### src/rtl/mux_full_adder.sv
// Ripple-carry adder whose bit cells are built purely from 2:1/4:1 multiplexers.
// Latency: 1 cycle from in_valid to out_valid. No backpressure: one result per cycle, always accepted.

module mux2 (
    input  logic d0,
    input  logic d1,
    input  logic sel,
    output logic y
);
    assign y = sel ? d1 : d0;
endmodule

// 4:1 mux as a tree of three 2:1 muxes; d[k] is selected when sel == k.
module mux4 (
    input  logic [3:0] d,
    input  logic [1:0] sel,
    output logic       y
);
    logic lo;
    logic hi;

    mux2 u_lo  (.d0(d[0]), .d1(d[1]), .sel(sel[0]), .y(lo));
    mux2 u_hi  (.d0(d[2]), .d1(d[3]), .sel(sel[0]), .y(hi));
    mux2 u_top (.d0(lo),   .d1(hi),   .sel(sel[1]), .y(y));
endmodule

module mux_full_adder #(
    parameter int WIDTH = 1
) (
    input  logic             clk,
    input  logic             rst,
    input  logic [WIDTH-1:0] A,
    input  logic [WIDTH-1:0] B,
    input  logic             Cin,
    input  logic             in_valid,
    output logic [WIDTH-1:0] Sum,
    output logic             C,
    output logic             out_valid
);
    logic [WIDTH:0]   carry;
    logic [WIDTH-1:0] sum_w;

    assign carry[0] = Cin;

    // Select is {A[i],B[i]}: the operand pair picks which function of the incoming carry to pass.
    for (genvar i = 0; i < WIDTH; i++) begin : g_cell
        logic ci;
        logic ci_n;

        assign ci   = carry[i];
        assign ci_n = ~carry[i];

        mux4 u_sum (
            .d   ({ci, ci_n, ci_n, ci}),
            .sel ({A[i], B[i]}),
            .y   (sum_w[i])
        );

        mux4 u_carry (
            .d   ({1'b1, ci, ci, 1'b0}),
            .sel ({A[i], B[i]}),
            .y   (carry[i+1])
        );
    end

    always_ff @(posedge clk) begin
        if (rst) begin
            Sum       <= '0;
            C         <= 1'b0;
            out_valid <= 1'b0;
        end else begin
            out_valid <= in_valid;
            if (in_valid) begin
                Sum <= sum_w;
                C   <= carry[WIDTH];
            end
        end
    end
endmodule

### config.mk
export PLATFORM = sky130hd
export DESIGN_NAME = mux_full_adder
export DESIGN_NICKNAME = d
export VERILOG_FILES = /design/src/rtl/mux_full_adder.sv
export SDC_FILE = /design/constraint.sdc
export NUM_CORES = 1
export LEC_CHECK = 0
export CORE_AREA = 3 3 40 42
export DETAILED_ROUTE_END_ITERATION = 10
export DIE_AREA = 0 0 43 45
export HOLD_SLACK_MARGIN = 0.08
export PLACE_DENSITY_LB_ADDON = 0.08
export SLEW_MARGIN = 0
export SYNTH_ARGS = -nofsm -noshare
export SYNTH_HDL_FRONTEND = slang
export SYNTH_SLANG_ARGS = --single-unit
### constraint.sdc
create_clock -name clk -period 0.8 [get_ports clk]
set_input_delay 0.16 -clock clk [delete_from_list [all_inputs] [get_ports clk]]
set_output_delay 0.16 -clock clk [all_outputs]
set_load 0.02 [all_outputs]
### Yosys cells after proc, flatten, opt, wreduce, memory -nomap -nowiden

Cells that the tools add are included.

* muxes and demuxes: 6
* bitwise operators: 1

Operator list (count)
* 1-bit two-way mux: 6
* 1-bit NOT: 1

* bits in registers: 3
* output and inout port bits: 3

### Depth between registers and ports, before layout

Gate-level depths: netlist of the first run.

* depth in word-level cells: 3
* mapped depth: 4
* gate-level depth less buffers: 4

### Hierarchy

From an unflattened synthesis of the first run, not the netlist that was laid out.

* cells, all modules: 17
* area, all modules: 195.2 um2

Modules (own cells, without submodules)
* mux_full_adder: instances 1, cells an instance 11, area each 105.1 um2, seq. area each 60.1 um2
* mux2: instances 6, cells an instance 1, area each 15.0 um2, seq. area each 0.0 um2

### Worst setup path before layout of the first run

OpenSTA, ideal clock, no wires.

* path type: input-to-reg
* start point: in B
* end point: reg Sum
* arrival: 0.788 ns
* data required time: 0.721 ns
* setup slack: -0.067 ns
* stages on the path: 4
* path buffers: 0
* cell sequence: inv_1 ha_1 xnor2_1 a211oi_2

* cells in the longest elaborated chain, start to end: 2

Ends and longest elaborated chain
* start: declaration: RTL line 33 `input logic [WIDTH-1:0] B,`
* 1-bit two-way mux: RTL line 10 `assign y = sel ? d1 : d0;`
* 1-bit two-way mux (*): RTL line 10
* end signal: assignment: RTL line 74 `Sum <= sum_w;`
* end: declaration: RTL line 36 `output logic [WIDTH-1:0] Sum,`

Mark *: on every way between the ends. The rest lies on a longest branch, timed or not.
A chain may end at the register's enable or synchronous reset.

### Worst setup path in the final report of the first run

* start point: reg Sum
* end point: out Sum

No word-level cell between the ends.

==> results_dict.tcl, run 1 <==
set metrics [dict create \
    htreeDepth 1 \
    final_cell_mix "buf_4 (4), dfxtp_2 (3), clkbuf_4 (3), buf_6 (3)" \
    grt_first_pass_wirelength_um 662 \
    syn_nets 23 \
    drc_errors 0 \
    syn-cell-area_um2 148.9 \
    root_buffer "clkbuf_4" \
    crit_family "flip-flops" \
    cts_made_buffers 3 \
    nets 40 \
    violations "negative setup slack" \
    cts_setup_buffers 0 \
    routed_wl_um 395 \
    worstPathRequired_ns 0.64 \
    yosysTopAreaCellShare_pct 40.34 \
    grt_pass1_vias 165 \
    internal_power_w 0.0004314 \
    power_w 0.0005732 \
    worst_setup_path_end_kind "primary output" \
    avgSynthCellArea_um2 9.926 \
    timing.rr.end "C" \
    layout_commonest_cell "buf_4" \
    diodes 0 \
    setup_viol 3 \
    stdcell_area_um2 335.3 \
    crit_chain "buf_6" \
    cp.arrival_ns 0.67 \
    drtPass1Iterations 2 \
    startpoint_type "flop" \
    ant_nets 0 \
    clock_latency_ns 0.23 \
    synth-seq-cells 3 \
    vias 167 \
    drive_gt1_share_pct 67.74 \
    synthDistinctLibCells 9 \
    antenna_found_initial 0 \
    wl_per_cell_um 8.587 \
    rows 13 \
    timing.max_slew.rel_slack_pct 85.56 \
    die_height_um 45 \
    rsz0062_at_grt "true" \
    core_area_mm2 0.001285 \
    clock_path_buffers 2 \
    drtIter0Drc 2 \
    portBuffers 8 \
    hold_viol_final 0 \
    pwr-share-clk_pct 46.8 \
    maxSlewViolCount 0 \
    cts.sinks 3 \
    crit_cells 1 \
    ys_top_cells_by_area "dfxtp_1 (40%), ha_1 (17%), a211oi_2 (8.4%)" \
    critPathMaxFanout 2 \
    power.leakage_nw 0.1604 \
    crit_start "Sum" \
    grt.overflow.total 0 \
    clock_skew_ns 0 \
    hp-class "input port to flop" \
    dieArea_mm2 0.001935 \
    area_growth_pct 125.2 \
    path_buf_inv 1 \
    synth_warnings 0 \
    dpl-instance-area_um2 290.3 \
    outcome "complete, but fails checks" \
    powerDensity_mw_per_mm2 1709 \
    syn_inst 15 \
    seq_power_share_pct 29.7 \
    clk_pin_slew_ns 0.04 \
    rr_startpoint "C" \
    ys_seq_area_share_pct 40.34 \
    gp_congestion 0.5716 \
    switching_share_pct 24.74 \
    crit_path_top_delay_cell "dfxtp_2" \
    grt.total_usage_pct 5.495 \
    io_pins 9 \
    fmax_mhz 1205 \
    combPwrFrac_pct 23.5 \
    r2r_setup_slack_ns 0.07 \
    worst_pin_slew_ns 0.2166 \
    cts_tree "done" \
    cp-endpoint "Sum" \
    vias_per_cell 3.630 \
    hold_buffers 0 \
    grt_max_degree 5 \
    maxCapViolCount 0 \
    period_share_pct 103.8 \
    fp.dieW_um 43 \
    hpwl_um 297.2 \
    crit_type "flop to primary output" \
    setup_slack_ns -0.03002 \
    ir_drop_uv 325.9 \
    timing.final.crit_period_ns 0.8300 \
    p_sw_w 0.0001418 \
    initial_utilization_pct 11.59 \
    slowest_delay_ns 0.31 \
    rr_worst_depth 3 \
    yosysTopAreaCell "dfxtp_1" \
]
==> cell type report <==
class | count | area, µm²
Sequential cell | 3 | 63.81
Inverter | 2 | 7.507
Clock buffer | 4 | 26.28
Tap cell | 15 | 18.77
Multi-Input combinational cell | 10 | 108.9
Timing Repair Buffer | 12 | 110.1
Fill cell | 146 | 949.7
==> cells by family (layout without fill, tap and decap cells) <==
family / after synthesis / count (layout) / synth area share, %
AO/OA/AOI/OAI: 2 / 2 / 14.29
XOR/XNOR: 1 / 1 / 5.883
adder cells (fa/ha/maj): 2 / 2 / 16.80
buffers and inverters: 2 / 18 / 5.044
flip-flops: 3 / 3 / 40.34
AND/OR/NAND/NOR: 5 / 5 / 17.65
==> layer usage <==
layer  up-vias  wire [µm]  track usage [%]
met5         -          0                0
met4         0          5            5.422
met3         2         57            7.171
met2         9        163            5.988
met1        76        168            4.578
li1         80          -                -
==> worst min path at each step <==
stage / from / endpoint / slack [ns] / cells after the start
after global routing: rst / Sum / 0.17 / 2
after CTS: in_valid / Sum / 0.40 / 3
after detailed placement: C / C / 0.61 / 3
after floorplan: rst / Sum / 0.22 / 1
after global placement: C / C / 0.61 / 3
final: rst / Sum / 0.19 / 2
==> flip-flops by register name, indices dropped and copies added (netlist names) <==
signal / cells
C: 1
Sum: 1
out_valid: 1
==> synthesized netlist by cell type <==
master    instances
dfxtp_1           3
ha_1              2
nor2_1            2
a211oi_2          1
inv_1             2
nand2b_1          2
a311oi_1          1
nor2b_1           1
xnor2_1           1
==> per-stage QoR <==
stage,cells,utilization [%],setup slack [ns],hold slack [ns],setup TNS [ns]
after floorplan,15,-,0.01458,0.2246,0
after global placement,42,22.59,-0.5551,0.6080,-2.104
after detailed placement,42,22.59,-0.5703,0.6089,-2.105
after CTS,46,25.71,-0.04395,0.3982,-0.1161
after global routing,46,26.10,-0.06800,0.1720,-0.1758
final,46,26.10,-0.03002,0.1851,-0.07457
==> power groups by stage <==
stage                     Clock [W]  Sequential (W)  Combinational [W]
final                      0.000268        0.000170           0.000135
after global routing       0.000303        0.000172           0.000146
after CTS                  0.000283        0.000170           0.000133
after detailed placement          0        0.000168           0.000127
after global placement            0        0.000168           0.000127
after floorplan                   0        0.000182          0.0000358
==> timing repair <==
item | 4_1_cts | 5_1_grt
setup endpoints to repair | 5 | 5
resized for setup | 30 | 3
pin swaps | 2 | 2
Note: power is estimated with default switching activity, not from simulation.
==> run 2, diff against run 1 <==
--- a/config.mk
+++ b/config.mk
@@ -5,6 +5,8 @@
 export SDC_FILE = /design/constraint.sdc
 export NUM_CORES = 1
 export LEC_CHECK = 0
+export ABC_AREA = 1
+export CAP_MARGIN = 40
 export CORE_AREA = 3 3 40 42
 export DETAILED_ROUTE_END_ITERATION = 10
 export DIE_AREA = 0 0 43 45
==> run 2 against run 1 <==
The flow still finishes with violations (negative setup slack). Wire length rose by 5.1%. First-iteration DRC count rose by 50%. Combinational power fell by 11%. Clock power rose by 2%. Die area did not move. Sequential cell count did not move. Hold slack improved by 0.093 ns. Sequential power barely moved. Final cell count rose by 17%. Global-route usage rose by 0.16 points. Register-to-register slack got worse by 0.03 ns. Setup slack got worse by 0.0072 ns. Critical path type unchanged. Highest routed layer is now met3.
==> results_dict.tcl, run 2 <==
set metrics [dict create \
    p_sw_w 0.0001511 \
    maxCapViolCount 0 \
    internal_power_w 0.0004119 \
    ant_nets 0 \
    dp_slack_ns -0.5383 \
    crit_start "Sum" \
    crit_path_top_delay_cell "dfxtp_2" \
    avgSynthCellArea_um2 6.497 \
    timing.max_slew.rel_slack_pct 81.62 \
    nets 48 \
    syn_inst 26 \
    synth_common_cells "inv_1 (8), nand2_1 (6), nor2_1 (4), dfxtp_1 (3)" \
    top_regs "C (1), Sum (1), out_valid (1)" \
    multi_input_area_um2 101.3 \
    timing.final.crit_period_ns 0.8372 \
    routed_wl_um 415 \
    grt.total_usage_pct 5.653 \
    die_height_um 45 \
    crit_type "flop to primary output" \
    hold_ws_ns 0.2781 \
    htreeDepth 1 \
    clk_pin_slew_ns 0.04 \
    dpl-instance-area_um2 275.3 \
    switching_share_pct 26.83 \
    initial_utilization_pct 13.15 \
    timing.rr.end "Sum" \
    outcome "complete, but fails checks" \
    power.leakage_nw 0.1817 \
    seqCellArea_um2 63.81 \
    r2r_setup_slack_ns 0.04 \
    rows 13 \
    cts_tree "done" \
    yosysTopAreaCell "dfxtp_1" \
    synth-seq-cells 3 \
    clock_latency_ns 0.24 \
    cp.arrival_ns 0.68 \
    cts.sinks 3 \
    drtPass1Iterations 2 \
    antenna_found_initial 0 \
    path_buf_inv 1 \
    rsz0062_at_grt "true" \
    grt_pass1_vias 174 \
    vias_per_cell 3.500 \
    diodes 0 \
    io_pins 9 \
    setup_slack_ns -0.03718 \
    area_growth_pct 91.11 \
    fp.dieW_um 43 \
    drt-met1-wl_um 183 \
    final_cell_mix "inv_1 (6), nand2_1 (6), dfxtp_2 (3), clkbuf_4 (3), buf_6 (3)" \
    ys.flop_type "dfxtp_1" \
    startpoint_type "flop" \
    crit_cells 1 \
    pwr-share-clk_pct 48.7 \
    synth_edf_count 0 \
    drtIter0Drc 3 \
    wl_per_cell_um 7.685 \
    fmax_mhz 1194 \
    slowest_delay_ns 0.32 \
    ir_drop_uv 476.1 \
    synthDistinctLibCells 7 \
    clock_skew_ns 0 \
    vias 189 \
    synth_most_common_cell "inv_1" \
    met2WireLength_um 191 \
    rr_worst_depth 5 \
    maxSlewViolCount 0 \
    crit_chain "buf_6" \
    crit_family "flip-flops" \
    hpwl_um 280.3 \
    yosysTopAreaCellShare_pct 35.56 \
    portBuffers 8 \
    worstPathRequired_ns 0.64 \
    highest_layer "met3" \
    violations "negative setup slack" \
    gp_congestion 0.6597 \
    grt.overflow.total 0 \
    rr_startpoint "Sum" \
    core_area_mm2 0.001285 \
    seq_power_share_pct 30.0 \
    drive_gt1_share_pct 46.15 \
    met3_length_um 41 \
    fill_cells 149 \
    critPathMaxFanout 2 \
    grt_max_degree 6 \
    power_w 0.0005630 \
    setup_viol 3 \
    synth_warnings 0 \
    cts_made_buffers 3 \
    syn_nets 34 \
    grt_first_pass_wirelength_um 696 \
    dieArea_mm2 0.001935 \
    clock_path_buffers 2 \
    hold_viol_final 0 \
    ys_seq_area_share_pct 35.56 \
    stdcell_area_um2 322.8 \
    combPwrFrac_pct 21.3 \
    hp-class "input port to flop" \
    cp-endpoint "Sum" \
    drc_errors 0 \
    worst_setup_path_end_kind "primary output" \
    syn-cell-area_um2 168.9 \
    period_share_pct 104.6 \
    ys_top_cells_by_area "dfxtp_1 (36%), inv_1 (18%), ha_1 (15%)" \
    worst_pin_slew_ns 0.2757 \
    powerDensity_mw_per_mm2 1744 \
    root_buffer "clkbuf_4" \
    synthArstFlopShare_pct 0 \
]
[run 2: cell types whose count changed in the layout (fill, tap and decap cells not counted), sizes merged]
cell	previous run	this run
nand3	0	2
a211oi	1	0
buf	7	4
dlygate4sd2	2	1
a311oi	1	0
clkbuf	5	6
clkdlybuf4s15	1	0
xnor2	1	0
nand2	0	6
nor2	2	5
clkdlybuf4s50	0	1
nor2b	1	0
inv	2	8
nand2b	2	0
[run 2: how the worst min path moves through the flow]
stage	start	to	slack, ns	cells past startpoint
final	A	Sum	0.28	5
after global routing	A	Sum	0.31	5
after CTS	in_valid	out_valid	0.36	3
after detailed placement	C	C	0.54	4
after global placement	C	C	0.54	4
after floorplan	rst	out_valid	0.23	1
[run 2: kinds of logic after synthesis]
logic type                 share of synthesized area (%)
and+or+nand+nor                                    31.85
adders and majority gates                          14.81
DFF                                                35.56
buffers and inverters                              17.78
[run 2: metal layers]
metal	vias up	GRT usage, %
met2	7	6.886
met1	84	5.516
met4	0	7.229
li1	98	-
met3	0	3.984
met5	-	0
[run 2: final cells by class]
type	count	area share (%)
Multi-Input combinational cell	15	31.40
Timing Repair Buffer	9	25.58
Sequential cell	3	19.77
Inverter	8	9.302
Clock buffer	4	8.140
Tap cell	15	5.814
[run 2: what timing repair did]
item,in CTS,in global routing
hold buffers,0,0
cloned,0,0
endpoints found under the setup margin,5,5
setup buffers,0,0
pin swaps,1,1
resized for setup,26,9
[run 2: power groups by stage]
| stage | clock (W) | sequential [W] | combinational [W] |
|---|---|---|---|
| after floorplan | 0 | 0.000180 | 0.0000350 |
| after global placement | 0 | 0.000167 | 0.000110 |
| after detailed placement | 0 | 0.000168 | 0.000110 |
| after CTS | 0.000287 | 0.000169 | 0.000114 |
| after global routing | 0.000321 | 0.000170 | 0.000134 |
| final | 0.000274 | 0.000169 | 0.000120 |
[run 2: per-stage QoR]
stage / setup TNS (ns) / instances / utilization (%)
after floorplan: 0 / 26 / -
after global routing: -0.1968 / 54 / 25.12
final: -0.08607 / 54 / 25.12
after CTS: -0.1178 / 54 / 24.73
after global placement: -1.791 / 50 / 21.42
after detailed placement: -1.820 / 50 / 21.42
==> run 3, diff against run 2 <==
--- a/config.mk
+++ b/config.mk
@@ -5,7 +5,6 @@
 export SDC_FILE = /design/constraint.sdc
 export NUM_CORES = 1
 export LEC_CHECK = 0
-export ABC_AREA = 1
 export CAP_MARGIN = 40
 export CORE_AREA = 3 3 40 42
 export DETAILED_ROUTE_END_ITERATION = 10
==> results of run 3 <==
The final DEF is identical to that of run 1; final timing and power are the same.
